$ cat config.mk
export PLATFORM = sky130hd
export DESIGN_NAME = multicycle_control_fsm
export DESIGN_NICKNAME = d
export VERILOG_FILES = /design/src/rtl/multicycle_control_fsm.sv
export SDC_FILE = /design/constraint.sdc
export NUM_CORES = 1
export LEC_CHECK = 0
export ABC_AREA = 0
export CORE_ASPECT_RATIO = 1.25
export CORE_MARGIN = 2
export CORE_UTILIZATION = 40
export CTS_BUF_LIST = sky130_fd_sc_hd__clkbuf_8 sky130_fd_sc_hd__clkbuf_16
export DETAILED_ROUTE_END_ITERATION = 16
export PLACE_DENSITY = 0.68
export SKIP_CTS_REPAIR_TIMING = 1
export SYNTH_ARGS = -nofsm -noshare
export SYNTH_HDL_FRONTEND = slang
export SYNTH_SLANG_ARGS = --single-unit
$ cat constraint.sdc
create_clock -name clk -period 2.98 [get_ports clk]
set_clock_uncertainty 0.15 [all_clocks]
set_input_delay 0.596 -clock clk [delete_from_list [all_inputs] [get_ports clk]]
set_output_delay 0.596 -clock clk [all_outputs]
set_load 0.02 [all_outputs]
$ cat src/rtl/multicycle_control_fsm.sv
// Multi-cycle control sequencer for the MIPS-subset datapath: decodes the IR
// fields, steps FETCH/DECODE/EXECUTE/MEM/WB and counts retired instructions.
module multicycle_control_fsm #(
  parameter int CNT_WIDTH = 32
) (
  input  logic                 clk,
  input  logic                 rst,
  input  logic [5:0]           opCode,
  input  logic [5:0]           funct,
  input  logic                 zero,
  input  logic                 mem_ready,
  output logic                 IRWrite,
  output logic                 PCWrite,
  output logic [1:0]           PcSel,
  output logic                 IorD,
  output logic                 MemReadEn,
  output logic                 MemWriteEn,
  output logic                 RegWriteEn,
  output logic [1:0]           RegDst,
  output logic [1:0]           MemtoReg,
  output logic                 ALUSrc,
  output logic [3:0]           ALUOp,
  output logic [3:0]           state,
  output logic                 illegal_op,
  output logic [CNT_WIDTH-1:0] instr_count
);

  localparam logic [3:0] S_FETCH    = 4'd0;
  localparam logic [3:0] S_DECODE   = 4'd1;
  localparam logic [3:0] S_EXEC_R   = 4'd2;
  localparam logic [3:0] S_EXEC_I   = 4'd3;
  localparam logic [3:0] S_MEM_ADDR = 4'd4;
  localparam logic [3:0] S_MEM_RD   = 4'd5;
  localparam logic [3:0] S_MEM_WR   = 4'd6;
  localparam logic [3:0] S_WB_ALU   = 4'd7;
  localparam logic [3:0] S_WB_MEM   = 4'd8;
  localparam logic [3:0] S_BRANCH   = 4'd9;
  localparam logic [3:0] S_JAL      = 4'd10;

  localparam logic [5:0] OP_R    = 6'h00;
  localparam logic [5:0] OP_ADDI = 6'h08;
  localparam logic [5:0] OP_LW   = 6'h23;
  localparam logic [5:0] OP_SW   = 6'h2b;
  localparam logic [5:0] OP_BEQ  = 6'h04;
  localparam logic [5:0] OP_BNE  = 6'h05;
  localparam logic [5:0] OP_JAL  = 6'h03;
  localparam logic [5:0] OP_ORI  = 6'h0d;
  localparam logic [5:0] OP_XORI = 6'h16;

  localparam logic [5:0] FN_ADD = 6'h20;
  localparam logic [5:0] FN_SUB = 6'h22;
  localparam logic [5:0] FN_AND = 6'h24;
  localparam logic [5:0] FN_OR  = 6'h25;
  localparam logic [5:0] FN_SLT = 6'h2a;
  localparam logic [5:0] FN_SGT = 6'h14;
  localparam logic [5:0] FN_SLL = 6'h00;
  localparam logic [5:0] FN_SRL = 6'h02;
  localparam logic [5:0] FN_NOR = 6'h27;
  localparam logic [5:0] FN_XOR = 6'h15;
  localparam logic [5:0] FN_JR  = 6'h08;

  logic [3:0]           r_state;
  logic                 r_illegal;
  logic [CNT_WIDTH-1:0] r_count;

  logic       w_isR;
  logic       w_functValid;
  logic [3:0] w_rAluOp;
  logic [3:0] w_iAluOp;
  logic       w_branchTaken;
  logic [3:0] w_next;
  logic       w_retire;
  logic       w_illegal;

  assign w_isR         = (opCode == OP_R);
  assign w_branchTaken = ((opCode == OP_BEQ) && zero) || ((opCode == OP_BNE) && !zero);

  // jr is a valid funct but uses no ALU operation, so it falls to the 0000 default.
  always_comb begin
    w_functValid = 1'b1;
    w_rAluOp     = 4'b0000;
    case (funct)
      FN_ADD:  w_rAluOp = 4'b0000;
      FN_SUB:  w_rAluOp = 4'b0001;
      FN_AND:  w_rAluOp = 4'b0010;
      FN_OR:   w_rAluOp = 4'b0011;
      FN_SLT:  w_rAluOp = 4'b0100;
      FN_SGT:  w_rAluOp = 4'b0101;
      FN_NOR:  w_rAluOp = 4'b0110;
      FN_XOR:  w_rAluOp = 4'b0111;
      FN_SLL:  w_rAluOp = 4'b1000;
      FN_SRL:  w_rAluOp = 4'b1001;
      FN_JR:   w_rAluOp = 4'b0000;
      default: w_functValid = 1'b0;
    endcase
  end

  always_comb begin
    w_iAluOp = 4'b0000;
    case (opCode)
      OP_ORI:  w_iAluOp = 4'b0011;
      OP_XORI: w_iAluOp = 4'b0111;
      default: w_iAluOp = 4'b0000;
    endcase
  end

  always_comb begin
    w_next    = S_FETCH;
    w_retire  = 1'b0;
    w_illegal = 1'b0;
    case (r_state)
      S_FETCH:  w_next = mem_ready ? S_DECODE : S_FETCH;
      S_DECODE: begin
        case (opCode)
          OP_R: begin
            if (w_functValid) w_next = S_EXEC_R;
            else              w_illegal = 1'b1;
          end
          OP_ADDI, OP_ORI, OP_XORI: w_next = S_EXEC_I;
          OP_LW, OP_SW:             w_next = S_MEM_ADDR;
          OP_BEQ, OP_BNE:           w_next = S_BRANCH;
          OP_JAL:                   w_next = S_JAL;
          default:                  w_illegal = 1'b1;
        endcase
      end
      S_EXEC_R: begin
        if (funct == FN_JR) w_retire = 1'b1;
        else                w_next = S_WB_ALU;
      end
      S_EXEC_I:   w_next = S_WB_ALU;
      S_MEM_ADDR: w_next = (opCode == OP_LW) ? S_MEM_RD : S_MEM_WR;
      S_MEM_RD:   w_next = mem_ready ? S_WB_MEM : S_MEM_RD;
      S_MEM_WR: begin
        if (mem_ready) w_retire = 1'b1;
        else           w_next = S_MEM_WR;
      end
      S_WB_ALU, S_WB_MEM, S_BRANCH, S_JAL: w_retire = 1'b1;
      default: w_next = S_FETCH;
    endcase
  end

  always_comb begin
    IRWrite    = 1'b0;
    PCWrite    = 1'b0;
    PcSel      = 2'b00;
    IorD       = 1'b0;
    MemReadEn  = 1'b0;
    MemWriteEn = 1'b0;
    RegWriteEn = 1'b0;
    RegDst     = 2'b00;
    MemtoReg   = 2'b00;
    ALUSrc     = 1'b0;
    ALUOp      = 4'b0000;
    case (r_state)
      S_FETCH: begin
        MemReadEn = 1'b1;
        IRWrite   = mem_ready;
        PCWrite   = mem_ready;
      end
      S_EXEC_R: begin
        ALUOp = w_rAluOp;
        if (funct == FN_JR) begin
          PCWrite = 1'b1;
          PcSel   = 2'b11;
        end
      end
      S_EXEC_I: begin
        ALUSrc = 1'b1;
        ALUOp  = w_iAluOp;
      end
      S_WB_ALU: begin
        RegWriteEn = 1'b1;
        RegDst     = w_isR ? 2'b01 : 2'b00;
        ALUSrc     = !w_isR;
        ALUOp      = w_isR ? w_rAluOp : w_iAluOp;
      end
      S_MEM_ADDR: ALUSrc = 1'b1;
      S_MEM_RD: begin
        MemReadEn = 1'b1;
        IorD      = 1'b1;
      end
      S_MEM_WR: begin
        MemWriteEn = 1'b1;
        IorD       = 1'b1;
      end
      S_WB_MEM: begin
        RegWriteEn = 1'b1;
        MemtoReg   = 2'b01;
      end
      S_BRANCH: begin
        ALUOp = 4'b0001;
        if (w_branchTaken) begin
          PCWrite = 1'b1;
          PcSel   = 2'b01;
        end
      end
      S_JAL: begin
        RegWriteEn = 1'b1;
        RegDst     = 2'b10;
        MemtoReg   = 2'b10;
        PCWrite    = 1'b1;
        PcSel      = 2'b10;
      end
      default: ;
    endcase
    // A reset arriving mid-instruction must not let any write strobe escape.
    if (rst) begin
      IRWrite    = 1'b0;
      PCWrite    = 1'b0;
      PcSel      = 2'b00;
      IorD       = 1'b0;
      MemReadEn  = 1'b0;
      MemWriteEn = 1'b0;
      RegWriteEn = 1'b0;
      RegDst     = 2'b00;
      MemtoReg   = 2'b00;
      ALUSrc     = 1'b0;
      ALUOp      = 4'b0000;
    end
  end

  always_ff @(posedge clk) begin
    if (rst) begin
      r_state   <= S_FETCH;
      r_illegal <= 1'b0;
      r_count   <= '0;
    end else begin
      r_state   <= w_next;
      r_illegal <= w_illegal;
      if (w_retire) r_count <= r_count + 1'b1;
    end
  end

  assign state       = r_state;
  assign illegal_op  = r_illegal;
  assign instr_count = r_count;

endmodule

Word-level counts from Yosys, hierarchy flattened
Index checks and enable logic that the tools add are counted.
- input bits: 16
- output and inout bits: 54
- bits in registers: 37
- muxes and demuxes: 43
- bitwise operators: 1
- equal/unequal tests: 28
- add/sub/neg operators: 1
- reductions and logical operators: 19
- operator list (operator ; count):
    == test 6 bit (second input constant) ; 8
    one-hot mux 4 bit (9 select lines) ; 1
    adder 32 x 1 -> 32 bit (second input constant) ; 1
    one-hot mux 4 bit (7 select lines) ; 1
    two-way mux 1 bit ; 20
    one-hot mux 4 bit (5 select lines) ; 1
    == test 6 x 4 -> 1 bit (second input constant) ; 3
    == test 6 x 5 -> 1 bit (second input constant) ; 3
    == test 4 x 3 -> 1 bit (second input constant) ; 4
    one-hot mux 4 bit (4 select lines) ; 1
    == test 4 bit (second input constant) ; 3
    == test 6 x 2 -> 1 bit (second input constant) ; 2
    == test 6 x 3 -> 1 bit (second input constant) ; 2
    logical NOT 6 bit ; 2
    two-way mux 2 bit ; 6
    two-way mux 4 bit ; 3
    OR reduction 2 bit ; 6
    OR reduction 11 bit ; 1
    == test 4 x 2 -> 1 bit (second input constant) ; 2
    one-hot mux 2 bit (2 select lines) ; 2
    OR reduction 8 bit ; 1
    two-way mux 3 bit ; 2
    one-hot mux 2 bit (3 select lines) ; 1
    one-hot mux 3 bit (2 select lines) ; 1
    other kinds (11) ; 15

Logic depth before layout (Yosys ltp)
- depth in word-level cells: 6
- depth in mapped cells: 8
- mapped depth without buffers: 5

Worst setup path before layout
No wires, ideal clock.
- path type: input -> output
- start: in funct[5]
- end: out PcSel[0]
- setup slack: -0.136 ns
- stages: 5
- data arrival time: 2.370 ns
- data required time: 2.234 ns
- path through: clkbuf_1 -> nor4_4 -> and2_1 -> nand3_1 -> a2111oi_0
- longest elaborated chain between the ends: 4
- RTL lines (element ; line ; source):
    from (decl) ; 9 ; input logic [5:0] funct,
    == test 6 x 4 -> 1 bit ; 162 ; if (funct == FN_JR) begin
    two-way mux 2 bit ; 162 ;
    one-hot mux 2 bit (3 select lines) ; 154 ; case (r_state)
    two-way mux 2 bit ; 207 ; if (rst) begin
    to (decl) ; 14 ; output logic [1:0] PcSel,
No other way between the ends.

Worst setup path after layout
- start: in funct[3]
- end: out PcSel[0]
Same word-level chain as after synthesis.

==> impl_metrics.tcl <==
set metrics [dict create \
    outcome "finished clean" \
    die-area_um2 6990 \
    drive_gt1_share_pct 16.9 \
    crit_arrival_ns 2.21 \
    p_per_area_nw_per_um2 292 \
    critPathKind "primary input to primary output" \
    dp_hpwl_mm 5.65 \
    wl_met1_mm 3.48 \
    antenna-diode-count 0 \
    crit_slowest_cell "clkdlybuf4s50_1" \
    r2r_end "instr_count[30]" \
    max_freq_ghz 0.339 \
    period_minus_slack_ns 2.95 \
    wl_met3_um 415 \
    antenna_found_initial 0 \
    yosysSeqAreaShare_pct 29.2 \
    yosysTopAreaCellShare_pct 29.2 \
    synth_top_cell_by_area "dfxtp_1" \
    rsz0062_at_grt "no" \
    crit_required_ns 2.23 \
    p_seq_share_pct 46.0 \
    startpoint_type "primary input" \
    grt_pass1_wl_mm 12.4 \
    start_util_pct 41.1 \
    report.final.slew_viol_count 0 \
    cp_cell_sequence "clkdlybuf4s50_1, nor2b_1, and2_4, nand3_1, a2111oi_2, buf_2" \
    synth_seq_cells 37 \
    insertion_delay_ns 0.29 \
    track_usage_pct 22.1 \
    pwr-share-comb_pct 23.7 \
    die-width_um 75.2 \
    ys.flop_type "dfxtp_1" \
    power.internal_uw 771 \
    reg2reg_slack_ns 0.67 \
    avgViaCountPerCell 5.60 \
    routed_wl_mm 7.85 \
    r2r_cells 7 \
    synth.distinct_cells 54 \
    critPathLaunch "funct[3]" \
    synthTopCellsByArea "dfxtp_1 (29%), a21oi_1 (6.5%), nor2_1 (4.6%)" \
    synth_most_common_cell "dfxtp_1" \
    syn_nets 359 \
    ios 70 \
    crit_fanout 2 \
    yosys_warnings 0 \
    io_buffer_count 69 \
    relSlewSlack_pct 66.8 \
    clockBufferDepth 2 \
    end_kind "primary output" \
    crit_end "PcSel[0]" \
    period_share_pct 99.1 \
    clk_pin_slew_ns 0.07 \
    coreArea_um2 6170 \
    finalSetupViolCount 0 \
    drt_iter0_drc 132 \
    grt_max_degree 36 \
    drc 0 \
    area_delta_synth_final_pct 47.8 \
    h-tree-depth 2 \
    cts_tree "yes" \
    place.gp.congestion 0.966 \
    leakage_uw 0.00142 \
    synthCells 342 \
    p_clk_share_pct 30.3 \
    synth_area_um2 2530 \
    drt_first_pass_iters 4 \
    nets 461 \
    hp-class "flip-flop to flip-flop" \
    placed_cell_area_um2 3600 \
    switchingPower_uw 321 \
    highest_layer "met4" \
    ant_nets 0 \
    rows 32 \
    die_h_um 93.0 \
    avgRoutedWirePerCell_um 14.9 \
    hold_ws_ns 0.344 \
    cts_buffers 5 \
    reg2reg_from "state[2]" \
    slowest_delay_ns 0.49 \
    final_core_util_pct 60.7 \
    async_flop_share_pct 0 \
    met2_length_mm 3.79 \
    hold_violations 0 \
    grt_pass1_vias 2724 \
    switching_share_pct 29.4 \
    dp.cells 522 \
    postSynthAreaPerCell_um2 7.41 \
    finalPower_uw 1090 \
    yosys-top-cells-count "dfxtp_1 (37), a21oi_1 (33), nor2_1 (31)" \
    drv_cap 0 \
    grt-ovfl-total 0 \
    final_cells 528 \
    fin_area_um2 3740 \
    worst_pin_slew_ns 0.498 \
    synth_edf_count 0 \
    vias 2955 \
    clock_sinks 37 \
    vdd_drop_max_v 0.000276 \
    root_buffer "clkbuf_8" \
]
[how the worst min path moves through the flow]
stage                     from              end  slack [ns]  cells after the start
5_1_grt        instr_count[23]  instr_count[23]        0.38                      2
6_report       instr_count[31]  instr_count[31]        0.34                      2
2_1_floorplan  instr_count[31]  instr_count[31]        0.40                      2
3_5_place_dp   instr_count[31]  instr_count[31]        0.33                      2
4_1_cts        instr_count[31]  instr_count[31]        0.34                      2
3_3_place_gp   instr_count[31]  instr_count[31]        0.32                      2
[critical path: cells and delay by family]
family / cells / cell delay [ns]
AND/OR/NAND/NOR: 3 / 0.49
buffers and inverters: 2 / 0.72
AO/OA/AOI/OAI: 1 / 0.40
[per-stage QoR]
| step | setup TNS, ns | worst slack [ns] |
|---|---|---|
| 5_1_grt | 0 | 0.00234 |
| 3_3_place_gp | -3.81 | -0.562 |
| 2_1_floorplan | 0 | 0.106 |
| 3_5_place_dp | -4.52 | -0.598 |
| 6_report | 0 | 0.0275 |
| 4_1_cts | -4.37 | -0.604 |
[flip-flops by register name, summed over array words and instances, names as in the netlist]
| signal | flops |
|---|---|
| illegal_op | 1 |
| state | 4 |
| instr_count | 32 |
[routing by layer]
metal	track usage, %	up-vias
met1	28.9	1391
met5	0	-
li1	-	1470
met3	3.23	14
met2	36.8	80
met4	7.60	0
[cell type report]
| class | count | area [µm²] |
|---|---|---|
| sequential | 37 | 741 |
| fill | 610 | 2420 |
| clock inverter | 1 | 5.00 |
| multi-input combinational | 269 | 1700 |
| clock buffer | 5 | 68.8 |
| inverter | 11 | 41.3 |
| timing repair buffer | 120 | 1080 |
| tap | 85 | 106 |
[power groups by stage]
stage	clock, µW	combinational (µW)	sequential [µW]
after floorplan	0	116	524
after global placement	0	250	514
after detailed placement	0	251	514
after CTS	340	252	503
after global routing	354	277	504
final	330	259	503
[kinds of logic (layout without fill, tap and decap cells)]
logic type | after synthesis | count (layout) | synth area share, %
AND/OR/NAND/NOR | 158 | 158 | 35.2
AO/OA/AOI/OAI | 96 | 96 | 24.1
flip-flops | 37 | 37 | 29.2
buffers and inverters | 36 | 137 | 6.12
XOR/XNOR | 13 | 13 | 4.49
adder cells (fa/ha/maj) | 1 | 1 | 0.494
multiplexers | 1 | 1 | 0.395
[layout by cell type (no fill, tap or decap), types with 3 or more instances in the layout]
cell type and n:
buf_4 50, clkdlybuf4s50_1 48, dfxtp_1 37, a21oi_1 33
nor2_1 31, nand2_1 28, o21ai_0 18, nand3_1 15
dlymetal6s2s_1 15, inv_1 11, or3_1 11, o31ai_1 11
xnor2_1 11, or4_1 10, nand2b_1 7, nor3_1 7
and3_1 7, nor2b_1 6, nor4_1 5, nand4_1 5
and4_1 5, a211oi_1 5, clkbuf_8 5, buf_2 4
a2111oi_2 3, o22ai_1 3, nor3b_1 3, and2_1 3
a31oi_1 3, o211ai_1 3
No activity file was read; power rests on OpenSTA's default activity.
